**src/rtl/lbm_frame_scheduler_if.sv**
```systemverilog
// Control bundle between the D2Q9 frame scheduler, the compute engine and the readout path.
// The stall_cycles member exists only when LBM_STALL_COUNT_EN is defined.
interface lbm_frame_scheduler_if #(
    parameter int COUNT_WIDTH = 16
);
    logic                   start;
    logic                   stop;
    logic                   step_done;
    logic                   readout_done;
    logic                   step_start;
    logic                   compute_bank;
    logic                   read_bank;
    logic                   frame_ready;
    logic                   reading;
    logic                   busy;
    logic [COUNT_WIDTH-1:0] step_count;
    logic [COUNT_WIDTH-1:0] frame_count;
`ifdef LBM_STALL_COUNT_EN
    logic [31:0]            stall_cycles;

    // Scheduler side: consumes the pulses, drives the sequencing outputs.
    modport master (
        input  start, stop, step_done, readout_done,
        output step_start, compute_bank, read_bank, frame_ready, reading, busy,
               step_count, frame_count, stall_cycles
    );

    modport slave (
        output start, stop, step_done, readout_done,
        input  step_start, compute_bank, read_bank, frame_ready, reading, busy,
               step_count, frame_count, stall_cycles
    );
`else
    modport master (
        input  start, stop, step_done, readout_done,
        output step_start, compute_bank, read_bank, frame_ready, reading, busy,
               step_count, frame_count
    );

    modport slave (
        output start, stop, step_done, readout_done,
        input  step_start, compute_bank, read_bank, frame_ready, reading, busy,
               step_count, frame_count
    );
`endif
endinterface

```
**src/rtl/lbm_frame_scheduler.sv**
```systemverilog
// Ping-pong bank sequencer for the D2Q9 solver: launches sweeps, publishes frames, and
// stalls compute before it overwrites the bank being streamed out. Optional: LBM_STALL_COUNT_EN.
module lbm_frame_scheduler #(
    parameter int DEPTH           = 2500,
    parameter int STEPS_PER_FRAME = 1,
    parameter int COUNT_WIDTH     = 16
) (
    input  logic                  m00_axis_aclk,
    input  logic                  m00_axis_aresetn,
    lbm_frame_scheduler_if.master bus
);

    localparam int SIF_W = (STEPS_PER_FRAME < 2) ? 1 : $clog2(STEPS_PER_FRAME + 1);

    typedef enum logic [2:0] {
        IDLE,
        LAUNCH,
        COMPUTE,
        PUB_WAIT,
        DRAIN
    } state_t;

    if (DEPTH < 1 || STEPS_PER_FRAME < 1) begin : g_param_check
        $error("lbm_frame_scheduler: DEPTH and STEPS_PER_FRAME must both be >= 1");
    end

    state_t           state;
    logic [SIF_W-1:0] steps_in_frame;
    logic             stop_pending;

    logic             write_bank;
    logic             launch_stall;
    logic             reading_eff;
    logic             stop_eff;
    logic [SIF_W-1:0] sif_inc;
    logic             frame_boundary;

    assign write_bank     = ~bus.compute_bank;
    assign launch_stall   = bus.reading && (write_bank == bus.read_bank);
    // A readout finishing in the same cycle frees the bank before any publish decision.
    assign reading_eff    = bus.reading && !bus.readout_done;
    assign stop_eff       = stop_pending || bus.stop;
    assign sif_inc        = steps_in_frame + SIF_W'(1);
    assign frame_boundary = (sif_inc == SIF_W'(STEPS_PER_FRAME));

    // NOTE: async assert / sync release; every register, including the FSM state,
    // returns to its idle value the moment m00_axis_aresetn falls.
    always_ff @(posedge m00_axis_aclk or negedge m00_axis_aresetn) begin
        if (!m00_axis_aresetn) begin
            state            <= IDLE;
            steps_in_frame   <= '0;
            stop_pending     <= 1'b0;
            bus.step_start   <= 1'b0;
            bus.compute_bank <= 1'b0;
            bus.read_bank    <= 1'b0;
            bus.frame_ready  <= 1'b0;
            bus.reading      <= 1'b0;
            bus.busy         <= 1'b0;
            bus.step_count   <= '0;
            bus.frame_count  <= '0;
        end else begin
            // NOTE: pulses default low here; a later non-blocking assignment in the
            // case below overrides this default within the same cycle.
            bus.step_start  <= 1'b0;
            bus.frame_ready <= 1'b0;

            if (bus.readout_done && bus.reading) begin
                bus.reading <= 1'b0;
            end
            if (state != IDLE && bus.stop) begin
                stop_pending <= 1'b1;
            end

            case (state)
                IDLE: begin
                    if (bus.start) begin
                        state    <= LAUNCH;
                        bus.busy <= 1'b1;
                    end
                end

                LAUNCH: begin
                    if (!launch_stall) begin
                        bus.step_start <= 1'b1;
                        state          <= COMPUTE;
                    end
                end

                COMPUTE: begin
                    if (bus.step_done) begin
                        bus.compute_bank <= write_bank;
                        bus.step_count   <= bus.step_count + COUNT_WIDTH'(1);
                        if (!frame_boundary) begin
                            steps_in_frame <= sif_inc;
                            state          <= LAUNCH;
                        end else if (reading_eff) begin
                            steps_in_frame <= sif_inc;
                            state          <= PUB_WAIT;
                        end else begin
                            // The freshly written bank becomes the published frame.
                            bus.read_bank   <= write_bank;
                            bus.frame_ready <= 1'b1;
                            bus.reading     <= 1'b1;
                            bus.frame_count <= bus.frame_count + COUNT_WIDTH'(1);
                            steps_in_frame  <= '0;
                            state           <= stop_eff ? DRAIN : LAUNCH;
                        end
                    end
                end

                PUB_WAIT: begin
                    if (bus.readout_done) begin
                        bus.read_bank   <= bus.compute_bank;
                        bus.frame_ready <= 1'b1;
                        bus.reading     <= 1'b1;
                        bus.frame_count <= bus.frame_count + COUNT_WIDTH'(1);
                        steps_in_frame  <= '0;
                        state           <= stop_eff ? DRAIN : LAUNCH;
                    end
                end

                DRAIN: begin
                    if (!bus.reading || bus.readout_done) begin
                        state        <= IDLE;
                        bus.busy     <= 1'b0;
                        stop_pending <= 1'b0;
                    end
                end

                default: begin
                    state    <= IDLE;
                    bus.busy <= 1'b0;
                end
            endcase
        end
    end

`ifdef LBM_STALL_COUNT_EN
    logic stalled_now;

    assign stalled_now = (state == LAUNCH && launch_stall) ||
                         (state == PUB_WAIT && !bus.readout_done);

    always_ff @(posedge m00_axis_aclk or negedge m00_axis_aresetn) begin
        if (!m00_axis_aresetn) begin
            bus.stall_cycles <= '0;
        end else if (state == IDLE && bus.start) begin
            bus.stall_cycles <= '0;
        end else if (stalled_now && !(&bus.stall_cycles)) begin
            bus.stall_cycles <= bus.stall_cycles + 32'd1;
        end
    end
`endif

endmodule

```
**src/flat_wrapper.sv**
```systemverilog
// flat-port wrapper written by rule: the top's interface ports become plain ports
module lbm_frame_scheduler_flat 
#(
    parameter int DEPTH           = 2500,
    parameter int STEPS_PER_FRAME = 1,
    parameter int COUNT_WIDTH     = 16
)
  (m00_axis_aclk, m00_axis_aresetn, bus_start, bus_stop, bus_step_done, bus_readout_done, bus_step_start, bus_compute_bank, bus_read_bank, bus_frame_ready, bus_reading, bus_busy, bus_step_count, bus_frame_count);
  lbm_frame_scheduler_if #(.COUNT_WIDTH(COUNT_WIDTH)) bus_i ();
  input  logic m00_axis_aclk;
  input  logic m00_axis_aresetn;
  input wire logic [$bits(bus_i.start)-1:0] bus_start;
  input wire logic [$bits(bus_i.stop)-1:0] bus_stop;
  input wire logic [$bits(bus_i.step_done)-1:0] bus_step_done;
  input wire logic [$bits(bus_i.readout_done)-1:0] bus_readout_done;
  output wire logic [$bits(bus_i.step_start)-1:0] bus_step_start;
  output wire logic [$bits(bus_i.compute_bank)-1:0] bus_compute_bank;
  output wire logic [$bits(bus_i.read_bank)-1:0] bus_read_bank;
  output wire logic [$bits(bus_i.frame_ready)-1:0] bus_frame_ready;
  output wire logic [$bits(bus_i.reading)-1:0] bus_reading;
  output wire logic [$bits(bus_i.busy)-1:0] bus_busy;
  output wire logic [$bits(bus_i.step_count)-1:0] bus_step_count;
  output wire logic [$bits(bus_i.frame_count)-1:0] bus_frame_count;
  assign bus_i.start = bus_start;
  assign bus_i.stop = bus_stop;
  assign bus_i.step_done = bus_step_done;
  assign bus_i.readout_done = bus_readout_done;
  assign bus_step_start = bus_i.step_start;
  assign bus_compute_bank = bus_i.compute_bank;
  assign bus_read_bank = bus_i.read_bank;
  assign bus_frame_ready = bus_i.frame_ready;
  assign bus_reading = bus_i.reading;
  assign bus_busy = bus_i.busy;
  assign bus_step_count = bus_i.step_count;
  assign bus_frame_count = bus_i.frame_count;
  lbm_frame_scheduler #(.DEPTH(DEPTH), .STEPS_PER_FRAME(STEPS_PER_FRAME), .COUNT_WIDTH(COUNT_WIDTH)) u_core (.m00_axis_aclk(m00_axis_aclk), .m00_axis_aresetn(m00_axis_aresetn), .bus(bus_i));
endmodule
```
**config.mk**
```make
export PLATFORM = sky130hd
export DESIGN_NAME = lbm_frame_scheduler_flat
export DESIGN_NICKNAME = d
export VERILOG_FILES = /design/src/rtl/lbm_frame_scheduler_if.sv /design/src/rtl/lbm_frame_scheduler.sv /design/src/flat_wrapper.sv
export SDC_FILE = /design/constraint.sdc
export NUM_CORES = 1
export LEC_CHECK = 0
export ABC_AREA = 1
export CAP_MARGIN = 20
export CORE_MARGIN = 10
export CORE_UTILIZATION = 55
export CTS_BUF_LIST = sky130_fd_sc_hd__clkbuf_16
export CTS_CLUSTER_SIZE = 12
export DETAILED_ROUTE_END_ITERATION = 7
export PLACE_DENSITY = 0.83
export SETUP_SLACK_MARGIN = 0.2
export SYNTH_ARGS = -nofsm -noshare
export SYNTH_HDL_FRONTEND = slang
export SYNTH_SLANG_ARGS = --single-unit
```
**constraint.sdc**
```tcl
create_clock -name m00_axis_aclk -period 2.1 [get_ports m00_axis_aclk]
set_input_delay 0.42 -clock m00_axis_aclk [delete_from_list [all_inputs] [get_ports m00_axis_aclk]]
set_output_delay 0.42 -clock m00_axis_aclk [all_outputs]
set_load 0.02 [all_outputs]
```
# Word level (Yosys, flattened, before mapping)
# Index checks and enable logic that the tools add are counted.
# op_classes
reduce_logical,17
multipliers,0
div_mod_pow,0
shift,0
magnitude_cmp,0
add_sub_neg,3
n_bitwise,2
n_mux,43
n_eq_ne,12
# ops
op,count
2-to-1 mux 16 bit,4
"adder 16 x 1 -> 16 bit, second input constant",2
one-hot mux 16 bit (2 select lines),1
2-to-1 mux 1 bit,24
2-to-1 mux 3 bit,8
one-hot mux 3 bit (5 select lines),1
"!= test 2 bit, second input constant",5
AND reduction 5 bit,2
one-hot mux 1 bit (2 select lines),4
"== test 3 x 2 -> 1 bit, second input constant",2
AND reduction 3 bit,2
logical AND 1 bit,4
"!= test 2 x 1 -> 1 bit, second input constant",2
"== test 3 x 1 -> 1 bit, second input constant",1
"== test 3 bit, second input constant",1
zero test 3 bit,1
one-hot mux 1 bit (3 select lines),1
nonzero test 3 bit,1
OR reduction 3 bit,1
zero test 1 bit,2
logical OR 1 bit,2
NOT 1 bit,2
AND reduction 2 bit,1
nonzero test 2 bit,1
2 further kinds,2
# totals
regBits,43
ram_bits,0
latchBits,0
word_cells,88
romBits,0
memories,0
input_bits,6

# Depth between registers and ports, before layout
# depth
depth_word,6
mapped_depth,9

# Worst setup path before layout
# Ideal clock, no wire load.
# synth_timing
path_kind,reg2reg
from,register u_core.bus.frame_count[0] in the netlist's numbering
to,register u_core.bus.frame_count[12] in the netlist's numbering
setup_time_ns,0.118
synth_period_minus_slack_ns,1.507
slack_ns,0.593
path_stages_with_launch,9
path_buffers,0
required_time_ns,1.982
arrival_time_ns,1.389
cell_sequence,dfrtp_1 > ha_1 > nand3_1 > nor2_1 > nand2_1 > nor2_1 > nand2_1 > nand2_1 > nand2_1
# synth_between
elab_chain_cells,5
word_cells_on_any_way,6
# synth_lines
item,line,rtl
start: declaration,lbm_frame_scheduler_if.sv:37,"step_count, frame_count"
start signal: assignment,lbm_frame_scheduler.sv:104,bus.frame_count <= bus.frame_count + COUNT_WIDTH'(1);
start signal: assignment,lbm_frame_scheduler.sv:116,bus.frame_count <= bus.frame_count + COUNT_WIDTH'(1);
adder 16 x 1 -> 16 bit (*),"lbm_frame_scheduler.sv:104, lbm_frame_scheduler.sv:116",
2-to-1 mux 16 bit,lbm_frame_scheduler.sv:96,end else if (reading_eff) begin
2-to-1 mux 16 bit,lbm_frame_scheduler.sv:93,if (!frame_boundary) begin
2-to-1 mux 16 bit,lbm_frame_scheduler.sv:90,if (bus.step_done) begin
one-hot mux 16 bit (2 select lines) (*),lbm_frame_scheduler.sv:74,case (state)
# Mark *: on every way between the ends. The rest lies on a longest branch, timed or not. The select of a mux whose other input is x is not followed.
# A chain may end at the register's enable or synchronous reset.

# Worst setup path after layout
# layout_timing
from,register u_core.bus.frame_count[0] in the netlist's numbering
to,output bus_frame_count[0]
# layout_rtl
item,line,rtl
end: declaration,flat_wrapper.sv:23,output wire logic [$bits(bus_i.frame_count)-1:0] bus_frame_count;
# No word-level cell between the ends.

==> impl_metrics.py <==
metrics = {
    "run_status": {
        "run_status": "finished clean",
    },
    "drt": {
        "vias": 2141,
        "dr.pass1.iters": 5,
        "totalWireLength_um": 5500,
        "wire_per_inst_um": 13.1,
        "drtIter0Drc": 128,
        "ant_nets": 0,
        "drc": 0,
        "vias_per_cell": 5.10,
    },
    "synthesis": {
        "yosysUniqueCellTypes": 27,
        "netlist.area_leader.share": 0.447,
        "synth_seq_area_share": 0.447,
        "syn_area_per_cell_um2": 7.52,
        "synthesis.instances": 320,
        "synth-seq-cells": 43,
        "ys_top_cells_by_area": "dfrtp_1 45%, nand2_1 19%, nor2_1 5.6%",
        "synth.yosys.warnings": 0,
        "syn_nets": 328,
        "synth_area_leader_cell": "dfrtp_1",
        "netlist_area_um2": 2410,
    },
    "grt": {
        "grtUsageTotal": 0.158,
        "grt_pass1_wl_um": 9650,
        "antenna_found_initial": 0,
        "grt_max_degree": 33,
        "gr-total-overflow": 0,
        "grt_pass1_vias": 2052,
    },
    "final_layout": {
        "fin_util": 0.735,
        "final_cell_mix": "120 x nand2_1, 43 x dfrtp_1, 42 x clkdlybuf4s50_1",
        "antenna_cells": 0,
        "fillers": 325,
        "fin_nets": 377,
        "layout-drive-gt1-share": 0.0622,
        "final_common_cell": "nand2_1",
        "area_growth_syn_to_layout_pct": 25.7,
    },
    "clock_tree": {
        "postCtsSetupRepairBufs": 0,
        "hold_buffers": 0,
        "cts.repair.resized": 0,
        "cts_tree": "built",
        "cts.sinks": 43,
        "clk_path_buf_depth": 2,
        "cts_made_buffers": 5,
        "clk_pin_slew_ns": 0.06,
        "cts_htree_levels": 2,
        "cts-root-buf": "clkbuf_16",
        "insertion_delay_ns": 0.28,
    },
    "placement": {
        "hpwlAfterDp_um": 4150,
        "place_congestion": 0.881,
        "portBuffers": 43,
    },
    "critical_path": {
        "r2r_setup_slack_ns": 0.48,
        "cp_top_family": "buffers and inverters",
        "path_depth": 1,
        "endpoint_kind": "output port",
        "crit_buf_inv": 1,
        "slowest_delay_ns": 0.65,
        "critical-path-slowest-cell": "clkdlybuf4s50_1",
        "start_kind": "register",
        "cp-endpoint": "bus_frame_count[0]",
        "worstPathMaxFanout": 4,
        "rr_endpoint": "u_core.bus.frame_count[14]$_DFFE_PN0P_",
        "cp.required_ns": 1.68,
        "critPathKind": "register to output port",
        "regToRegStartpoint": "u_core.bus.frame_count[0]$_DFFE_PN0P_",
        "crit_path_start": "u_core.bus.frame_count[0]$_DFFE_PN0P_",
        "crit_chain": "clkdlybuf4s50_1",
        "r2r_cells": 8,
        "critPathArrivalTime_ns": 1.40,
    },
    "sta": {
        "hold_viol": 0,
        "fmax_ghz": 0.551,
        "fin_tns_setup_ns": 0,
        "finalCritPeriodShare": 0.865,
        "period_needed_ns": 1.82,
        "whs_ns": 0.0952,
        "relSlewSlack": 0.671,
        "skew_ns": 0.00320,
        "rsz0062_at_grt": "false",
        "tightest_slew_ns": 0.493,
        "setup_violations": 0,
        "slew_violations": 0,
    },
    "power": {
        "p_leak_nw": 1.39,
        "peakVddDrop_mv": 0.815,
        "power_density_nw_per_um2": 1050,
        "power.total_mw": 3.16,
    },
    "die": {
        "die_h_um": 86.1,
        "start_util": 0.585,
        "die_area_um2": 7420,
        "io_pins": 44,
        "chipWidth_um": 86.1,
        "design.core.area_um2": 4120,
        "placementRows": 23,
    },
    "run": {
        "max_cap_viol_count": 0,
    },
    "min_path": {
        "min-delay-path-class": "input port to async pin",
    },
}
[synth_stat cells]
library cell  number
o21ai_1            1
nand2_2            2
nand2_4            2
xor2_1             7
nand3_1           16
nor2_1            36
nand3_2            1
ha_1               2
o22ai_1            1
a31oi_1            1
nand3b_1          11
o21ai_0           15
xnor2_1            5
nand4_1            6
nor2_2             1
dfrtp_1           43
nand3_4            1
buf_6              3
inv_2              2
nor3_1             1
a21oi_1            3
nor2_4             3
inv_1             34
and3_1             1
xor2_2             1
buf_4              1
nand2_1          120
[per-layer routing]
metal / vias up / global-route usage / routed length, um
met5: - / 0 / 0
met4: 0 / 0.0494 / 62
met3: 7 / 0.0549 / 353
met2: 50 / 0.249 / 2580
met1: 990 / 0.196 / 2500
li1: 1094 / - / -
[final cells by class]
cell class,instances,area [um2],area share
clock inverters,3,12.5,0.00414
flip-flops and latches,43,1080,0.356
repair buffers,46,460,0.152
clock buffers,5,125,0.0414
inverters,36,135,0.0447
well taps,50,62.6,0.0207
multi-input cells,237,1150,0.381
[cells by family (layout without fill, tap and decap cells)]
kind of cell	Yosys count	in the layout	share of synthesized area
and+or+nand+nor	201	201	0.374
DFF	43	43	0.447
buffers and inverters	40	90	0.0733
AOI/OAI and AO/OA	21	21	0.0447
xor gates and xnor gates	13	13	0.0504
adders and majority gates	2	2	0.0104
[flip-flops by register name, indices dropped and copies added (netlist names)]
signal,cells
u_core.bus.compute_bank,1
u_core.steps_in_frame,1
u_core.bus.step_start,1
u_core.bus.frame_count,16
u_core.bus.read_bank,1
u_core.stop_pending,1
u_core.bus.reading,1
u_core.bus.step_count,16
u_core.state,3
u_core.bus.busy,1
u_core.bus.frame_ready,1
[worst min-delay path by stage]
stage | startpoint | end | slack, ns
floorplan | m00_axis_aresetn | u_core.bus.busy$_DFFE_PN0P_ | 0.12
global placement | m00_axis_aresetn | u_core.bus.step_count[8]$_DFFE_PN0P_ | 0.41
detailed placement | m00_axis_aresetn | u_core.bus.step_count[8]$_DFFE_PN0P_ | 0.42
CTS | m00_axis_aresetn | u_core.bus.step_count[8]$_DFFE_PN0P_ | 0.12
global route | m00_axis_aresetn | u_core.bus.frame_count[11]$_DFFE_PN0P_ | 0.14
finish | m00_axis_aresetn | u_core.bus.frame_ready$_DFF_PN0_ | 0.1
[through the flow]
step / instance area (um2) / setup slack [ns] / cells
6_report: 3030 / 0.284 / 420
5_1_grt: 3030 / 0.230 / 420
4_1_cts: 3030 / 0.276 / 420
3_5_place_dp: 2890 / 0.189 / 412
3_3_place_gp: 2890 / 0.272 / 412
2_1_floorplan: 2410 / 0.593 / 320
[power by group]
group	internal, mW	switching (mW)
clock	0.430	0.310
combinational	0.487	0.692
sequential	1.02	0.229
total	1.93	1.23
(Power assumes the default switching activity.)
